[src/rtl/seq_det_pkg.sv]
// Shared constants and types for the parametrised serial pattern detector.
package seq_det_pkg;

    localparam logic FOUND    = 1'b1;
    localparam logic NOTFOUND = 1'b0;

    typedef enum logic {
        MODE_MEALY = 1'b0,
        MODE_MOORE = 1'b1
    } mode_e;

endpackage

[src/rtl/seq_next_state.sv]
// Combinational KMP step: from the matched-prefix length and the incoming bit,
// derive the next prefix length and whether the active pattern just completed.
module seq_next_state
    import seq_det_pkg::*;
#(
    parameter int N  = 8,
    parameter int LW = $clog2(N + 1)
) (
    input  logic [LW-1:0] k_i,
    input  logic          x_i,
    input  logic [N-1:0]  pattern_i,
    input  logic [LW-1:0] plen_i,
    input  logic          overlap_i,
    output logic [LW-1:0] next_k_o,
    output logic          match_o
);

    function automatic logic bit_at(input logic [N-1:0] p, input int idx);
        logic [N-1:0] s;
        if (idx < 0 || idx >= N) return 1'b0;
        s = p >> idx;
        return s[0];
    endfunction

    // NOTE: every output and temporary gets a value before any branch, so no
    // path through this block can leave a stale value (no latch is inferred).
    always_comb begin
        int   k;
        int   pl;
        int   cand;
        int   border;
        logic same;

        k        = int'(k_i);
        pl       = int'(plen_i);
        cand     = 0;
        border   = 0;
        same     = 1'b0;
        next_k_o = '0;
        match_o  = NOTFOUND;

        // An out-of-range state or a disabled length falls through to k=0.
        if (pl >= 1 && pl <= N && k < pl) begin
            if (bit_at(pattern_i, k) == x_i) begin
                cand = k + 1;
            end else begin
                for (int j = 1; j <= N; j++) begin
                    if (j <= k && bit_at(pattern_i, j - 1) == x_i) begin
                        same = 1'b1;
                        for (int i = 0; i < N - 1; i++) begin
                            if (i <= j - 2 &&
                                bit_at(pattern_i, i) != bit_at(pattern_i, k - j + 1 + i))
                                same = 1'b0;
                        end
                        if (same) cand = j;
                    end
                end
            end

            // Longest proper border of the active pattern, used to resume after an overlapping hit.
            for (int b = 1; b < N; b++) begin
                same = 1'b1;
                for (int i = 0; i < N - 1; i++) begin
                    if (i < b && bit_at(pattern_i, i) != bit_at(pattern_i, pl - b + i))
                        same = 1'b0;
                end
                if (b < pl && same) border = b;
            end

            if (cand == pl) begin
                match_o  = FOUND;
                next_k_o = overlap_i ? LW'(border) : '0;
            end else begin
                next_k_o = LW'(cand);
            end
        end
    end

endmodule

[src/rtl/seq_detector_param.sv]
// Run-time configurable serial pattern detector with Mealy/Moore output
// selection and a saturating match counter.
module seq_detector_param
    import seq_det_pkg::*;
#(
    parameter int N  = 8,
    parameter int CW = 8,
    parameter int LW = $clog2(N + 1)
) (
    input  logic          clk,
    input  logic          reset,
    input  logic          x,
    input  logic          in_valid,
    input  logic          cfg_load,
    input  logic [N-1:0]  cfg_pattern,
    input  logic [LW-1:0] cfg_plen,
    input  logic          cfg_overlap,
    input  logic          cfg_moore,
    output logic          y,
    output logic [CW-1:0] match_count,
    output logic [LW-1:0] state_k
);

    logic [N-1:0]  pattern_q, pattern_d;
    logic [LW-1:0] plen_q, plen_d;
    logic          overlap_q, overlap_d;
    mode_e         mode_q, mode_d;
    logic [LW-1:0] k_q, k_d;
    logic [CW-1:0] count_q, count_d;
    logic          y_q, y_d;

    logic [LW-1:0] step_k;
    logic          step_match;

    seq_next_state #(
        .N  (N),
        .LW (LW)
    ) u_next (
        .k_i       (k_q),
        .x_i       (x),
        .pattern_i (pattern_q),
        .plen_i    (plen_q),
        .overlap_i (overlap_q),
        .next_k_o  (step_k),
        .match_o   (step_match)
    );

    always_comb begin
        pattern_d = pattern_q;
        plen_d    = plen_q;
        overlap_d = overlap_q;
        mode_d    = mode_q;
        k_d       = k_q;
        count_d   = count_q;
        y_d       = NOTFOUND;

        // Loading configuration wins over data; the bit on that edge is discarded.
        if (cfg_load) begin
            pattern_d = cfg_pattern;
            plen_d    = cfg_plen;
            overlap_d = cfg_overlap;
            mode_d    = cfg_moore ? MODE_MOORE : MODE_MEALY;
            k_d       = '0;
            count_d   = '0;
        end else if (in_valid) begin
            k_d = step_k;
            y_d = step_match;
            if (step_match && count_q != '1) count_d = count_q + CW'(1);
        end else if (k_q >= plen_q) begin
            k_d = '0;
        end
    end

    // NOTE: state registers use non-blocking assignments so every flop samples
    // the pre-edge values regardless of statement order.
    always_ff @(posedge clk or negedge reset) begin
        if (!reset) begin
            pattern_q <= '0;
            plen_q    <= '0;
            overlap_q <= 1'b0;
            mode_q    <= MODE_MEALY;
            k_q       <= '0;
            count_q   <= '0;
            y_q       <= NOTFOUND;
        end else begin
            pattern_q <= pattern_d;
            plen_q    <= plen_d;
            overlap_q <= overlap_d;
            mode_q    <= mode_d;
            k_q       <= k_d;
            count_q   <= count_d;
            y_q       <= y_d;
        end
    end

    // The Mealy term is qualified by in_valid so a changing x cannot pulse y while idle.
    assign y = (mode_q == MODE_MOORE) ? y_q
                                      : (reset & ~cfg_load & in_valid & step_match);
    assign match_count = count_q;
    assign state_k     = k_q;

endmodule
[config.mk]
export PLATFORM = sky130hd
export DESIGN_NAME = seq_detector_param
export DESIGN_NICKNAME = d
export VERILOG_FILES = /design/src/rtl/seq_det_pkg.sv /design/src/rtl/seq_next_state.sv /design/src/rtl/seq_detector_param.sv
export SDC_FILE = /design/constraint.sdc
export NUM_CORES = 1
export LEC_CHECK = 0
export ABC_AREA = 1
export BUFFER_PORTS_ARGS = -buffer_cell sky130_fd_sc_hd__buf_2
export CAP_MARGIN = 20
export CELL_PAD_IN_SITES_DETAIL_PLACEMENT = 1
export CELL_PAD_IN_SITES_GLOBAL_PLACEMENT = 1
export CORE_ASPECT_RATIO = 1.2
export CORE_MARGIN = 5
export CORE_UTILIZATION = 50
export CTS_CLUSTER_DIAMETER = 50
export DETAILED_ROUTE_END_ITERATION = 7
export PLACE_DENSITY = 0.91
export SLEW_MARGIN = 20
export SYNTH_ARGS = -nofsm -noshare
export SYNTH_HDL_FRONTEND = slang
export SYNTH_SLANG_ARGS = --single-unit
[constraint.sdc]
create_clock -name clk -period 14.72 [get_ports clk]
set_clock_uncertainty 0.1 [all_clocks]
set_input_delay 2.208 -clock clk [delete_from_list [all_inputs] [get_ports clk]]
set_output_delay 2.208 -clock clk [all_outputs]
set_load 0.01 [all_outputs]
Yosys cells after proc, flatten, opt, wreduce, memory -nomap -nowiden
Cells that the tools add are included.

word-level totals
  bits in registers = 27
  input port bits = 19
  output and inout bits = 13
  word-level logic and storage cells = 932

cells by class
  add/sub/neg operators = 65
  order comparisons = 132
  equality and inequality tests = 67
  shift operators = 57
  mux-type cells = 522
  bitwise logic cells = 4
  reductions and logical operators = 78

operators with widths
  cell                                                                                   count
  32-bit by 5-bit greater-or-equal comparator with 1-bit output (second input constant)  56
  32-bit by 1-bit less-than comparator with 1-bit output (second input constant)         56
  8-bit by 32-bit >> shifter with 1-bit output                                           56
  32-bit by 2-bit adder with 32-bit output (second input constant)                       19
  32-bit by 3-bit adder with 32-bit output (second input constant)                       18
  32-bit 2-to-1 mux                                                                      18
  1-bit 2-to-1 mux                                                                       489
  32-bit by 4-bit adder with 32-bit output (second input constant)                       12
  1-bit logical OR                                                                       56
  1-bit != test                                                                          56
  4-bit by 3-bit subtractor with 5-bit output (second input constant)                    8
  32-bit by 5-bit == test with 1-bit output                                              1
  8-bit 2-to-1 mux                                                                       3
  4-bit 2-to-1 mux                                                                       5
  4-bit by 2-bit subtractor with 5-bit output (second input constant)                    4
  1-bit logical AND                                                                      18
  3-bit by 4-bit less-or-equal comparator with 1-bit output (first input constant)       4
  3-bit by 4-bit less-than comparator with 1-bit output (first input constant)           4
  3-bit 2-to-1 mux                                                                       5
  1-bit == test                                                                          9
  8-bit by 1-bit adder with 8-bit output (second input constant)                         1
  2-bit by 4-bit less-or-equal comparator with 1-bit output (first input constant)       2
  2-bit by 4-bit less-than comparator with 1-bit output (first input constant)           2
  8-bit != test (second input constant)                                                  1
  18 further kinds                                                                       22

Depth between registers and ports, before layout
  depth in word-level cells = 43
  gate-level depth with buffers = 41
  gate-level depth less buffers = 38

Modules after synthesis
From an unflattened synthesis, not the netlist that was laid out.

unflattened totals
  cells, all modules = 1380
  area, all modules = 7848.8 um2

by module, submodules not included
  module              times used  cells each  area an instance (um2)  seq. area each (um2)
  seq_next_state      1           1222        6552.5                  0.0
  seq_detector_param  1           158         1296.2                  675.6

Worst setup path after synthesis
No wires, ideal clock.

  path kind = register -> output
  start point = register k_q[0], in the netlist state_k[0]
  end point = output port y
  data arrival time = 4.807 ns
  data required time = 12.412 ns
  setup slack = 7.605 ns
  stages on the path, launching flop included = 37
  buffers on the path = 7
  cell sequence = dfrtp_1 buf_6 buf_6 buf_6 buf_2 nand2_1 ha_1 buf_2 inv_2 ha_1 nand3_1 ha_1 buf_2 clkinv_2 nand2_1 nor2_2 nand2_1 nor2_4 nand3_1 nand2_1 inv_1 nor3_2 nand3_1 nand2_1 nand2_1 nor2_1 a21oi_2 nand2_1 nand2_2 nand2_1 nand2_1 nand2_1 nand3_2 nor2_4 buf_6 nand4_1 nand2_1

between the ends
  word-level cells in the longest chain between the ends = 40
  elaborated cells between the ends (all ways) = 498
  classes of those cells = 36 x add/sub; 66 x order compare; 30 x eq/ne; 29 x shift; 299 x mux; 1 x bitwise; 37 x reduce/logical

RTL lines
  what                                                                                               line                      source
  start: declaration                                                                                 seq_detector_param.sv:28  logic [LW-1:0] k_q, k_d;
  start signal: assignment                                                                           seq_detector_param.sv:90  k_q <= k_d;
  parallel branches: the longest is 37 deep, another holds 32-bit by 2-bit adder with 32-bit output  n/a
  1-bit 2-to-1 mux (*)                                                                               seq_next_state.sv:43      if (pl >= 1 && pl <= N && k < pl) begin
  1-bit AND (*)                                                                                      seq_detector_param.sv:98  : (reset & ~cfg_load & in_valid & step_match);
  1-bit 2-to-1 mux (*)                                                                               seq_detector_param.sv:97  assign y = (mode_q == MODE_MOORE) ? y_q
  end: declaration                                                                                   seq_detector_param.sv:19  output logic y,

Mark *: on every way between the ends. The select of a mux whose other input is x is not followed.

Worst setup path in the final report
Ends and elaborated chain as after synthesis.

==> flow_summary.toml <==
[outcome]
outcome = "finished, final reports clean"

[setup_path]
crit_required_ps = 12410
crit_fanout = 44
cp.arrival_ps = 6950
worst_setup_path_end_kind = "primary output"
cp_num_buf_inv = 4
cpLargestDelayFamily = "simple AND/OR/NAND/NOR gates"
crit_top_cell = "nand2_1"
start_kind = "flop"
slowest_stage = "ha_1"
cpPeakStageDelay_ps = 660
crit_type = "reg2out"

[logic_synthesis]
synth_cells = 2745
synth-edff-count = 0
synth_seq_area_share = 0.0426
avgSynthCellArea_um2 = 5.78
synth_area_leaders = "ha_1 (22%), nand2_1 (20%), nand3_1 (7.7%)"
syn_nets = 3047
ys_warn_count = 0
syn_area_mm2 = 0.0159
synth_top_cell_area_share = 0.223
ys.flop_type = "dfrtp_1"
yosys.cell_types.count = 66
yosys.area.top_type = "ha_1"
async_flop_share = 1.00
ys_ff_latch = 27

[power]
clkPwrFrac = 0.052
leakage_uw = 0.00809
sw_frac_of_total = 0.673
irDropWorstVdd_uv = 78.7
powerDensity_mw_per_mm2 = 82.0
p_int_uw = 437
p_switching_uw = 900
combPwrFrac = 0.883
power_frac_seq = 0.065

[clock_network]
cts_buffers = 3
cts_setup_buffers = 0
path_clk_slew_ps = 80
cts-root-buf = "clkbuf_16"
cts_buffer_depth = 2
tritoncts = "built"
clock_sinks = 27
hold_buffers = 0
cts_max_level = 1
clock_latency_ps = 280
cts_resized = 0

[global_route]
gr-total-overflow = 0
grt_pass1_vias = 20221
grt_pass1_wl_um = 105000
grt_max_degree = 55
grt.total_usage = 0.357
antenna_found_initial = 0

[sta]
max_freq_mhz = 108
rsz0062_at_grt = "false"
tns_ps = 0
fin_ws_ps = 5460
hold_viol = 0
tightest_slew_ps = 1000
finalCriticalPeriod_ps = 9260
maxSlewHeadroom = 0.328
slew_violations = 0
post-route-period-util = 0.629
setup_viol = 0

[placement]
place.gp.congestion = 1.04
place_hpwl_um = 52300
dp_slack_ps = 5890
io_buffers = 31

[detailed_routing]
vias = 19346
vias_per_cell = 6.19
routed_wl_um = 66200
drc = 0
antenna_left = 0
firstDrtPassIters = 6
post_drt_wl_per_cell_um = 21.2
drtIter0Drc = 1524

[finish]
area_delta_synth_final_pct = 2.74
fin_nets = 3028
n_antenna_cell = 0
final_common_cell = "nand2_1"
fill_cells = 4640
drive_gt1_frac = 0.0734
final_cell_mix = "nand2_1 (831), nor2_1 (290), ha_1 (283)"

[die]
start_util = 0.506
die_y_um = 205
dieArea_mm2 = 0.0354
num_rows = 71
die_w_um = 173
io_pins = 32
core_area_mm2 = 0.0314

[flow_run]
max_cap_violations = 0

[hold_path]
min_path_type = "reg2reg"
Yosys cell counts, types with 31 or more instances:
master   number
a21oi_1      68
xor2_1       58
nor3_1       31
nand2_1     831
nor2_1      290
ha_1        283
nor2_2       37
o21ai_1      32
nand4_1      88
inv_1       254
o21ai_0     153
nand3_1     245
flip-flops by register name (all words and copies together), names as in the netlist:
signal,count
pattern_q,8
y_q,1
plen_q,4
state_k,4
match_count,8
mode_q,1
overlap_q,1
layout make-up:
type,instances,area [um2],share of cell area
clock inverters,1,7.51,0.000461
multi-input cells,2354,13600,0.838
repair buffers,48,283,0.0174
well taps,401,502,0.0308
clock buffers,3,75.1,0.00461
inverters,292,1100,0.0675
flip-flops and latches,27,677,0.0416
worst paths after layout:
kind                             from             end  slack [ps]  cells after the start
max in group asynchronous       reset      state_k[0]       12160                      1
setup reg to reg           state_k[0]  match_count[2]        7770                     32
setup / recovery           state_k[0]               y        5460                     32
hold / removal                 mode_q          mode_q         450                      2
min in group asynchronous       reset  match_count[6]        1870                      1
hold reg to reg                mode_q          mode_q         450                      2
power by group through the flow:
stage / Combinational, uW / Clock (uW) / Sequential, uW
2_1_floorplan: 813 / 0 / 85.6
3_3_place_gp: 1090 / 0 / 86.7
3_5_place_dp: 1150 / 0 / 87.4
4_1_cts: 1150 / 69.1 / 85.8
5_1_grt: 1290 / 72.4 / 86.5
6_report: 1180 / 69.8 / 86.5
per-stage QoR:
step	util	hold WS [ps]	cells	total power [uW]	cell area, um2
after floorplan	-	386	2745	899	15900
after global placement	0.517	424	3122	1180	16200
after detailed placement	0.517	448	3122	1230	16200
after CTS	0.519	460	3126	1310	16300
after global routing	0.519	489	3126	1450	16300
final	0.519	451	3126	1340	16300
kinds of logic after synthesis:
group                    count (synthesis)  share of synthesized area
AO/OA/AOI/OAI                          337                      0.120
XOR/XNOR                                69                     0.0381
adder cells (fa/ha/maj)                283                      0.223
buffers and inverters                  364                     0.0977
flip-flops                              27                     0.0426
multiplexers                             3                    0.00189
AND/OR/NAND/NOR                       1662                      0.477
per-layer routing:
layer | wire length (um) | global-route usage | vias to the layer above | part of all wire
met4 | 4430 | 0.220 | 0 | 0.067
met3 | 3940 | 0.0354 | 294 | 0.059
li1 | - | - | 9067 | -
met1 | 25600 | 0.407 | 9172 | 0.39
met5 | 0 | 0 | - | 0
met2 | 32200 | 0.639 | 813 | 0.49
tightest hold or removal path: cells and delay by family (launching register included):
kind,cells,cell delay (ps)
compound gates,1,70
buf+inv,1,70
flops,1,380
Note: power is estimated with default switching activity, not from simulation.
